$ cat src/rtl/fetch_trap_sequencer.sv
// Fetch and trap-entry sequencer: drives the MAR/PC/IR load sequence and the
// ramMFA/ramMFC handshake, and turns overflow, bus-error and irq requests into vectored fetches.
module fetch_trap_sequencer #(
   parameter int ADDR_W     = 9,
   parameter int N_IRQ      = 4,
   parameter int TIMEOUT    = 15,
   parameter int OVF_VEC    = 448,
   parameter int BERR_VEC   = 464,
   parameter int IRQ_BASE   = 480,
   parameter int IRQ_STRIDE = 4
) (
   input  logic              Clk,
   input  logic              reset,
   input  logic              start_fetch,
   input  logic              ovf_trap,
   input  logic [N_IRQ-1:0]  irq,
   input  logic [N_IRQ-1:0]  irq_mask,
   input  logic              ramMFC,
   output logic              marEnable,
   output logic              pcEnable,
   output logic              irEnable,
   output logic              ramMFA,
   output logic              ramRW,
   output logic [1:0]        ramDataSize,
   output logic              trapMux,
   output logic [ADDR_W-1:0] ramAddress,
   output logic [N_IRQ-1:0]  irq_ack,
   output logic [1:0]        trap_cause,
   output logic              fetch_done,
   output logic              bus_err,
   output logic              busy,
   output logic              halted,
   output logic [2:0]        state_dbg
);

   localparam int CW       = (TIMEOUT < 2) ? 1 : $clog2(TIMEOUT + 1);
   localparam int TMO_LAST = (TIMEOUT > 0) ? TIMEOUT - 1 : 0;
   localparam int IW       = (N_IRQ > 1) ? $clog2(N_IRQ) : 1;

   localparam logic [1:0] CAUSE_NONE = 2'd0;
   localparam logic [1:0] CAUSE_OVF  = 2'd1;
   localparam logic [1:0] CAUSE_BERR = 2'd2;
   localparam logic [1:0] CAUSE_IRQ  = 2'd3;

   typedef enum logic [2:0] {
      S_IDLE     = 3'd0,
      S_LOAD_MAR = 3'd1,
      S_VECTOR   = 3'd2,
      S_REQ      = 3'd3,
      S_WAIT     = 3'd4,
      S_LOAD_IR  = 3'd5,
      S_HALT     = 3'd6
   } state_t;

   state_t          state, state_n;
   logic            ovf_pend, berr_pend;
   logic [CW-1:0]   wait_cnt;
   logic            irq_hit;
   logic [IW-1:0]   irq_idx;
   logic            take_ovf, take_berr, take_irq, take_norm;
   logic            tmo, tmo_hit;

   function automatic logic [ADDR_W-1:0] irq_vec(input int i);
      return ADDR_W'(IRQ_BASE + i * IRQ_STRIDE);
   endfunction

   // Lowest enabled index wins; scanning downward leaves the lowest hit last.
   always_comb begin
      irq_hit = 1'b0;
      irq_idx = '0;
      for (int i = N_IRQ - 1; i >= 0; i--) begin
         if (irq[i] && irq_mask[i]) begin
            irq_hit = 1'b1;
            irq_idx = IW'(i);
         end
      end
   end

   assign tmo_hit = (TIMEOUT != 0) && (wait_cnt == CW'(TMO_LAST));

   always_ff @(posedge Clk or negedge reset) begin
      if (!reset) state <= S_IDLE;
      else        state <= state_n;
   end

   always_comb begin
      state_n    = state;
      take_ovf   = 1'b0;
      take_berr  = 1'b0;
      take_irq   = 1'b0;
      take_norm  = 1'b0;
      tmo        = 1'b0;
      marEnable  = 1'b0;
      pcEnable   = 1'b0;
      irEnable   = 1'b0;
      ramMFA     = 1'b0;
      fetch_done = 1'b0;
      irq_ack    = '0;
      case (state)
         S_IDLE: begin
            if (start_fetch) begin
               if (ovf_pend) begin
                  take_ovf = 1'b1;
                  state_n  = S_VECTOR;
               end else if (berr_pend) begin
                  take_berr = 1'b1;
                  state_n   = S_VECTOR;
               end else if (irq_hit) begin
                  take_irq         = 1'b1;
                  irq_ack[irq_idx] = 1'b1;
                  state_n          = S_VECTOR;
               end else begin
                  take_norm = 1'b1;
                  state_n   = S_LOAD_MAR;
               end
            end
         end
         S_LOAD_MAR: begin
            marEnable = 1'b1;
            state_n   = S_REQ;
         end
         S_VECTOR: state_n = S_REQ;
         S_REQ: begin
            ramMFA   = 1'b1;
            pcEnable = (trap_cause == CAUSE_NONE);
            state_n  = S_WAIT;
         end
         S_WAIT: begin
            ramMFA = 1'b1;
            // A completion on the last counted cycle still counts as success.
            if (ramMFC) begin
               state_n = S_LOAD_IR;
            end else if (tmo_hit) begin
               tmo     = 1'b1;
               state_n = (trap_cause == CAUSE_BERR) ? S_HALT : S_IDLE;
            end
         end
         S_LOAD_IR: begin
            irEnable   = 1'b1;
            fetch_done = 1'b1;
            state_n    = S_IDLE;
         end
         S_HALT:  state_n = S_HALT;
         default: state_n = S_IDLE;
      endcase
   end

   always_ff @(posedge Clk or negedge reset) begin
      if (!reset) begin
         ovf_pend   <= 1'b0;
         berr_pend  <= 1'b0;
         ramAddress <= '0;
         trapMux    <= 1'b0;
         trap_cause <= CAUSE_NONE;
         wait_cnt   <= '0;
         bus_err    <= 1'b0;
      end else begin
         bus_err  <= tmo;
         // A new overflow request in the same cycle as the clear must not be lost.
         ovf_pend <= ovf_trap | (ovf_pend & ~take_ovf);
         if (take_berr)
            berr_pend <= 1'b0;
         else if (tmo && (trap_cause != CAUSE_BERR))
            berr_pend <= 1'b1;
         if (take_ovf) begin
            ramAddress <= ADDR_W'(OVF_VEC);
            trap_cause <= CAUSE_OVF;
            trapMux    <= 1'b1;
         end else if (take_berr) begin
            ramAddress <= ADDR_W'(BERR_VEC);
            trap_cause <= CAUSE_BERR;
            trapMux    <= 1'b1;
         end else if (take_irq) begin
            ramAddress <= irq_vec(int'(irq_idx));
            trap_cause <= CAUSE_IRQ;
            trapMux    <= 1'b1;
         end else if (take_norm) begin
            trap_cause <= CAUSE_NONE;
            trapMux    <= 1'b0;
         end
         if ((state == S_WAIT) && (state_n == S_WAIT) && (TIMEOUT != 0))
            wait_cnt <= wait_cnt + 1'b1;
         else
            wait_cnt <= '0;
      end
   end

   assign ramRW       = 1'b0;
   assign ramDataSize = 2'b11;
   assign busy        = (state != S_IDLE);
   assign halted      = (state == S_HALT);
   assign state_dbg   = state;

endmodule
$ cat config.mk
export PLATFORM = sky130hd
export DESIGN_NAME = fetch_trap_sequencer
export DESIGN_NICKNAME = d
export VERILOG_FILES = /design/src/rtl/fetch_trap_sequencer.sv
export SDC_FILE = /design/constraint.sdc
export NUM_CORES = 1
export LEC_CHECK = 0
export BUFFER_PORTS_ARGS = -buffer_cell sky130_fd_sc_hd__buf_2
export CAP_MARGIN = 20
export CORE_ASPECT_RATIO = 1.2
export CORE_UTILIZATION = 35
export DETAILED_ROUTE_END_ITERATION = 16
export SLEW_MARGIN = 20
export SYNTH_ARGS = -nofsm -noshare
export SYNTH_HDL_FRONTEND = slang
export SYNTH_SLANG_ARGS = --single-unit
$ cat constraint.sdc
create_clock -name Clk -period 2.4 [get_ports Clk]
set_clock_uncertainty 0.2 [all_clocks]
set_input_delay 0.36 -clock Clk [delete_from_list [all_inputs] [get_ports Clk]]
set_output_delay 0.36 -clock Clk [all_outputs]
set_load 0.1 [all_outputs]
==> reports/metrics.cfg, run 1 <==
[clock_tree]
cts_root_buf = clkbuf_4
cts_sinks = 18
cts.htree.levels = 1
clockBufferDepth = 2
cts_tree = built
clk_latency_ns = 0.29
cts_made_buffers = 3
clkTransAtPathRegs_ns = 0.10

[logic_synthesis]
synth.most_common_cell = dfrtp_1
ys_types = 43
ys_top_cells_by_count = dfrtp_1, nor2_1, buf_4, nand2_1
synth_mux_area_frac = 0
syn_inst = 111
synthAdderAreaFrac = 0.02291
syn_avg_cell_area_um2 = 9.841
synth-compound-area-share = 0.1959
ys_seq_area_frac = 0.4124
synth_top_area_frac = 0.4124
yosys-top-cells-area = dfrtp_1, buf_4, nor2_1, nand2_1, nor4b_2
syn_area_um2 = 1092
ys.flop_type = dfrtp_1
synth_edf_count = 0
async_flop_share = 1.000
ys_seq_elements = 18
synth_xor_area_frac = 0.01604
ys_warn_count = 0
yosys.area_share.simple = 0.2497
yosysTopAreaCell = dfrtp_1
synth_top_family_by_area = simple AND/OR/NAND/NOR gates

[critical_path]
crit_buf_inv = 1
cp_slowest_cell = dfrtp_4
worstSetupPathType = register to primary output
cp-end-kind = primary output
cp.arrival_ns = 1.83
path_common_cell = nor4b_4
cp.required_ns = 1.84
crit_family = simple AND/OR/NAND/NOR gates
cp_cell_sequence = nor4b_4 > nand2_4 > nor4b_4 > buf_12
cp-start-kind = register
cp_max_fo = 5
cpPeakStageDelay_ns = 0.52

[detailed_routing]
viasPerCell = 5.238
post_drt_wl_per_cell_um = 13.07
drt_pass1_iterations = 4
drc = 0
drtAntennaViolNets = 0
drt_iter0_drc = 15
route.vias.total = 1011
wl_um = 2522

[floorplan]
die_h_um = 63.20
die_area_um2 = 3349
io_pins = 43
initial_utilization = 0.3779
core_um2 = 2890
die_w_um = 53.00
row_count = 21

[sta]
slew_viol_final = 0
rsz0062_at_grt = yes
setup_violations = 0
hold_viol = 0
fin_crit_sh = 0.9961
finalCriticalPeriod_ns = 2.391
max_freq_mhz = 418.3

[grt]
grt_pass1_wl_um = 4291
first_global_vias = 962
grt.total_usage = 0.1677
grt_max_degree = 19
antenna_found_initial = 0
grt-ovfl-total = 0

[min_path]
worstHoldPathType = input pin to register

[final_layout]
layout.cells.non_filler = 193
area_growth_pct = 42.38
fin_util = 0.5381
final_nets = 175
drive_gt1_frac = 0.4654
insertedDiodeCount = 0

[place]
place_inst = 177
globalplace.congestion = 0.7698
io_buffers = 37
dpl.hpwl_um = 1908

[pwr]
ir_drop_mv = 0.1877
power.leakage_nw = 0.7256
finalPower_uw = 632.7
power.density_nw_per_um2 = 406.8

[run]
cap_viol_max_count = 0

[run_status]
status = finished clean

==> cell usage in the layout, fill, tap and decap left out, types with 3 or more instances in the layout <==
master,count
buf_2,31
nor2_1,8
o21ai_1,3
conb_1,5
a22oi_1,3
a32oi_1,3
nand2_1,7
buf_4,16
inv_1,3
nor4b_4,3
buf_12,5
clkbuf_4,4
a21oi_1,3
o22a_1,3
dfrtp_1,15
==> power breakdown <==
group	internal [mW]	switching (mW)	leakage, nW	total (mW)
Clock	0.0647	0.0936	0.0150	0.158
Sequential	0.309	0.00634	0.223	0.315
Combinational	0.0312	0.128	0.488	0.159
==> final cells by class <==
class	instances	area, um^2
fill	274	1335
timing repair buffer	54	392.9
clock buffer	4	26.28
sequential	18	459.2
inverter	3	11.26
multi-input combinational	80	623.1
tap	34	42.54
==> repair_timing <==
action | 4_1_cts | 5_1_grt
buffers inserted | 7 | 4
hold endpoints to repair | 18 | 0
pin swaps | 2 | 2
hold buffers | 1 | 0
resized for setup | 2 | 3
endpoints found under the setup margin | 2 | 4
==> final timing paths <==
kind	startpoint	to	slack (ns)	cells past startpoint
hold reg to reg	wait_cnt[0]	wait_cnt[0]	0.28	1
min in group asynchronous	reset	ovf_pend	0.32	2
setup / recovery	state_dbg[1]	irq_ack[2]	0.009	4
hold / removal	ovf_trap	ovf_pend	0.04	2
max in group asynchronous	reset	state_dbg[0]	1.36	2
setup reg to reg	state_dbg[1]	ramAddress[2]	0.46	5
==> per-stage QoR <==
step / worst slack [ns] / hold WS, ns / area [um^2] / setup TNS (ns)
6_report: 0.009264 / 0.03701 / 1555 / 0
5_1_grt: -0.08621 / 0.02957 / 1555 / -0.1472
4_1_cts: -0.07974 / 0.02286 / 1513 / -0.09009
3_5_place_dp: 0.1999 / 0.1197 / 1404 / 0
3_3_place_gp: 0.2195 / 0.1094 / 1404 / 0
2_1_floorplan: -0.6523 / -0.1356 / 1174 / -2.827
==> kinds of logic after synthesis <==
family	count (synthesis)
flip-flops	18
AND/OR/NAND/NOR	42
AO/OA/AOI/OAI	29
other	2
buffers and inverters	16
XOR/XNOR	2
adder cells (fa/ha/maj)	2
==> metal layers <==
layer	GRT usage	share of wire	vias to the layer above
met3	0.01208	0.039	4
met5	0	0	-
met1	0.1973	0.41	487
met2	0.2911	0.53	32
li1	-	-	488
met4	0.08882	0.019	0
==> registers in the layout, indices dropped and copies added, names as in the netlist <==
signal      count
wait_cnt        4
trapMux         1
state_dbg       3
trap_cause      2
berr_pend       1
ramAddress      5
bus_err         1
ovf_pend        1
(Power assumes the default switching activity.)
==> run 2: changes to the inputs <==
Settings changed: CAP_MARGIN 20 to unset, SETUP_SLACK_MARGIN set to 0.1.
==> run 2 against run 1 <==
Compared with the run above:
- worst hold slack worse by 0.0058 ns
- clock power rose by 20%
- count of clock-buffer cells in the layout unchanged
- non-clock buffer count decreased by 3
- via count about the same
- sequential power hardly changed
- critical path depth unchanged
- first-iteration DRC count down 47%
- wire length shrank 1.2%
- register-to-register slack better by 0.09 ns
- power grew 4.9%
- design area decreased by 0.48%
- critical path type unchanged
- critical endpoint unchanged
- largest cell class unchanged
- highest routed layer unchanged
==> reports/metrics.cfg, run 2 (synthesis results as in run 1) <==
[pwr]
clockPowerShare = 0.286
comb_power_share = 0.240
seqPwrFrac = 0.475
p_switching_uw = 231.1
switching_share = 0.3483
power.leakage_nw = 0.7206
ir_drop_mv = 0.2933
power.density_nw_per_um2 = 428.7
p_int_uw = 432.5

[clock_tree]
clkTransAtPathRegs_ns = 0.11
cts_made_buffers = 3
clk_latency_ns = 0.30
cts.htree.levels = 1
cts_root_buf = clkbuf_4
clockBufferDepth = 2
cts_tree = built
cts_sinks = 18

[sta]
hold_viol = 0
setup_violations = 0
slew_viol_final = 0
fin_crit_sh = 0.9902
postLayoutSetupSlackWorst_ns = 0.02355
finalCriticalPeriod_ns = 2.376
rsz0062_at_grt = yes
timing.setup.tns_ns = 0
max_freq_mhz = 420.8
fin_hold_ws_ns = 0.03124

[final_layout]
final_cell_area_um2 = 1548
largest_reg_flops = 5
final_nets = 172
seqCellArea_um2 = 459.2
layout.cells.non_filler = 190
multi_input_area_um2 = 624.3
fillers = 295
top_register = ramAddress
final_common_cell = buf_2
final_cell_mix = buf_2, buf_4, dfrtp_1
drive_gt1_frac = 0.4679
area_growth_pct = 41.69
insertedDiodeCount = 0

[min_path]
worstHoldPathType = input pin to register

[detailed_routing]
post_drt_wl_per_cell_um = 13.11
drc = 0
drt_pass1_iterations = 4
drt_iter0_drc = 8
route.vias.total = 1010
viasPerCell = 5.316
drtAntennaViolNets = 0
wl_um = 2491

[floorplan]
core_um2 = 2890
io_pins = 43
die_w_um = 53.00
row_count = 21
initial_utilization = 0.3779
die_h_um = 63.20
die_area_um2 = 3349

[grt]
grt_max_degree = 19
grt-ovfl-total = 0
grt_pass1_wl_um = 4174
antenna_found_initial = 0
grt.total_usage = 0.1639
first_global_vias = 962

[critical_path]
cp_slowest_cell = dfrtp_4
cp.arrival_ns = 1.82
worstSetupPathType = register to primary output
cp_cell_sequence = nor4b_4 > nand2_4 > nor4b_4 > buf_12
cp-end-kind = primary output
cpPeakStageDelay_ns = 0.52
cp-start-kind = register
path_common_cell = nor4b_4
cp_max_fo = 5
cp.required_ns = 1.84

[place]
io_buffers = 37
globalplace.congestion = 0.7415
dp_slack_ns = 0.2098
place_area_um2 = 1398
place_inst = 176
dpl.hpwl_um = 1879

[run_status]
status = finished clean

[run]
cap_viol_max_count = 0

-- run 2: cell count changes in the layout (fill, tap and decap cells not counted) --
cell	delta
buf_12	-1
buf_2	-5
buf_4	+2
buf_6	+1
clkbuf_1	-1
clkbuf_8	+1
or3_1	-1
or3_2	+1
-- run 2: final timing paths --
| path | startpoint | cells past startpoint | end | slack, ns |
|---|---|---|---|---|
| worst min register to register | wait_cnt[0] | 1 | wait_cnt[0] | 0.29 |
| max in group asynchronous | reset | 2 | state_dbg[0] | 1.37 |
| min in group asynchronous | reset | 2 | ovf_pend | 0.31 |
| worst max-delay path | state_dbg[1] | 4 | irq_ack[2] | 0.02 |
| worst min-delay path | ovf_trap | 2 | ovf_pend | 0.03 |
| worst max register to register | state_dbg[0] | 4 | ramAddress[2] | 0.55 |
-- run 2: layer usage --
layer / share of wire / routed length [um] / GRT usage
met3: 0.039 / 97 / 0.02174
met5: 0 / 0 / 0
met1: 0.41 / 1014 / 0.1884
met4: 0.0076 / 19 / 0.05921
met2: 0.55 / 1359 / 0.2959
-- run 2: power groups by stage --
stage	combinational [mW]	clock [mW]	sequential, mW
2_1_floorplan	0.0846	0	0.364
3_3_place_gp	0.156	0	0.321
3_5_place_dp	0.157	0	0.321
4_1_cts	0.159	0.194	0.315
5_1_grt	0.167	0.205	0.316
6_report	0.159	0.189	0.315
-- run 2: timing repair --
item / 4_1_cts / 5_1_grt
pin swaps: 3 / 3
setup buffers: 7 / 2
setup endpoints to repair: 6 / 6
resized for setup: 6 / 6
hold buffers: 1 / 0
endpoints found under the hold margin: 18 / 0
-- run 2: through the flow --
step	util	power, mW
2_1_floorplan	-	0.4481
3_3_place_gp	0.4836	0.4772
3_5_place_dp	0.4836	0.4787
4_1_cts	0.5238	0.6685
5_1_grt	0.5355	0.6890
6_report	0.5355	0.6635
-- run 2: area by class of cell --
class / instances / area share
clock buffers: 4 / 0.02344
multi-input cells: 80 / 0.4034
repair buffers: 51 / 0.2417
well taps: 34 / 0.02749
flip-flops and latches: 18 / 0.2967
inverters: 3 / 0.007276
-- run 2: worst max-delay path: cells and delay by family, from the launching register on --
kind	cells	cell delay, ns
flops	1	0.52
simple gates	3	0.79
buf+inv	1	0.21
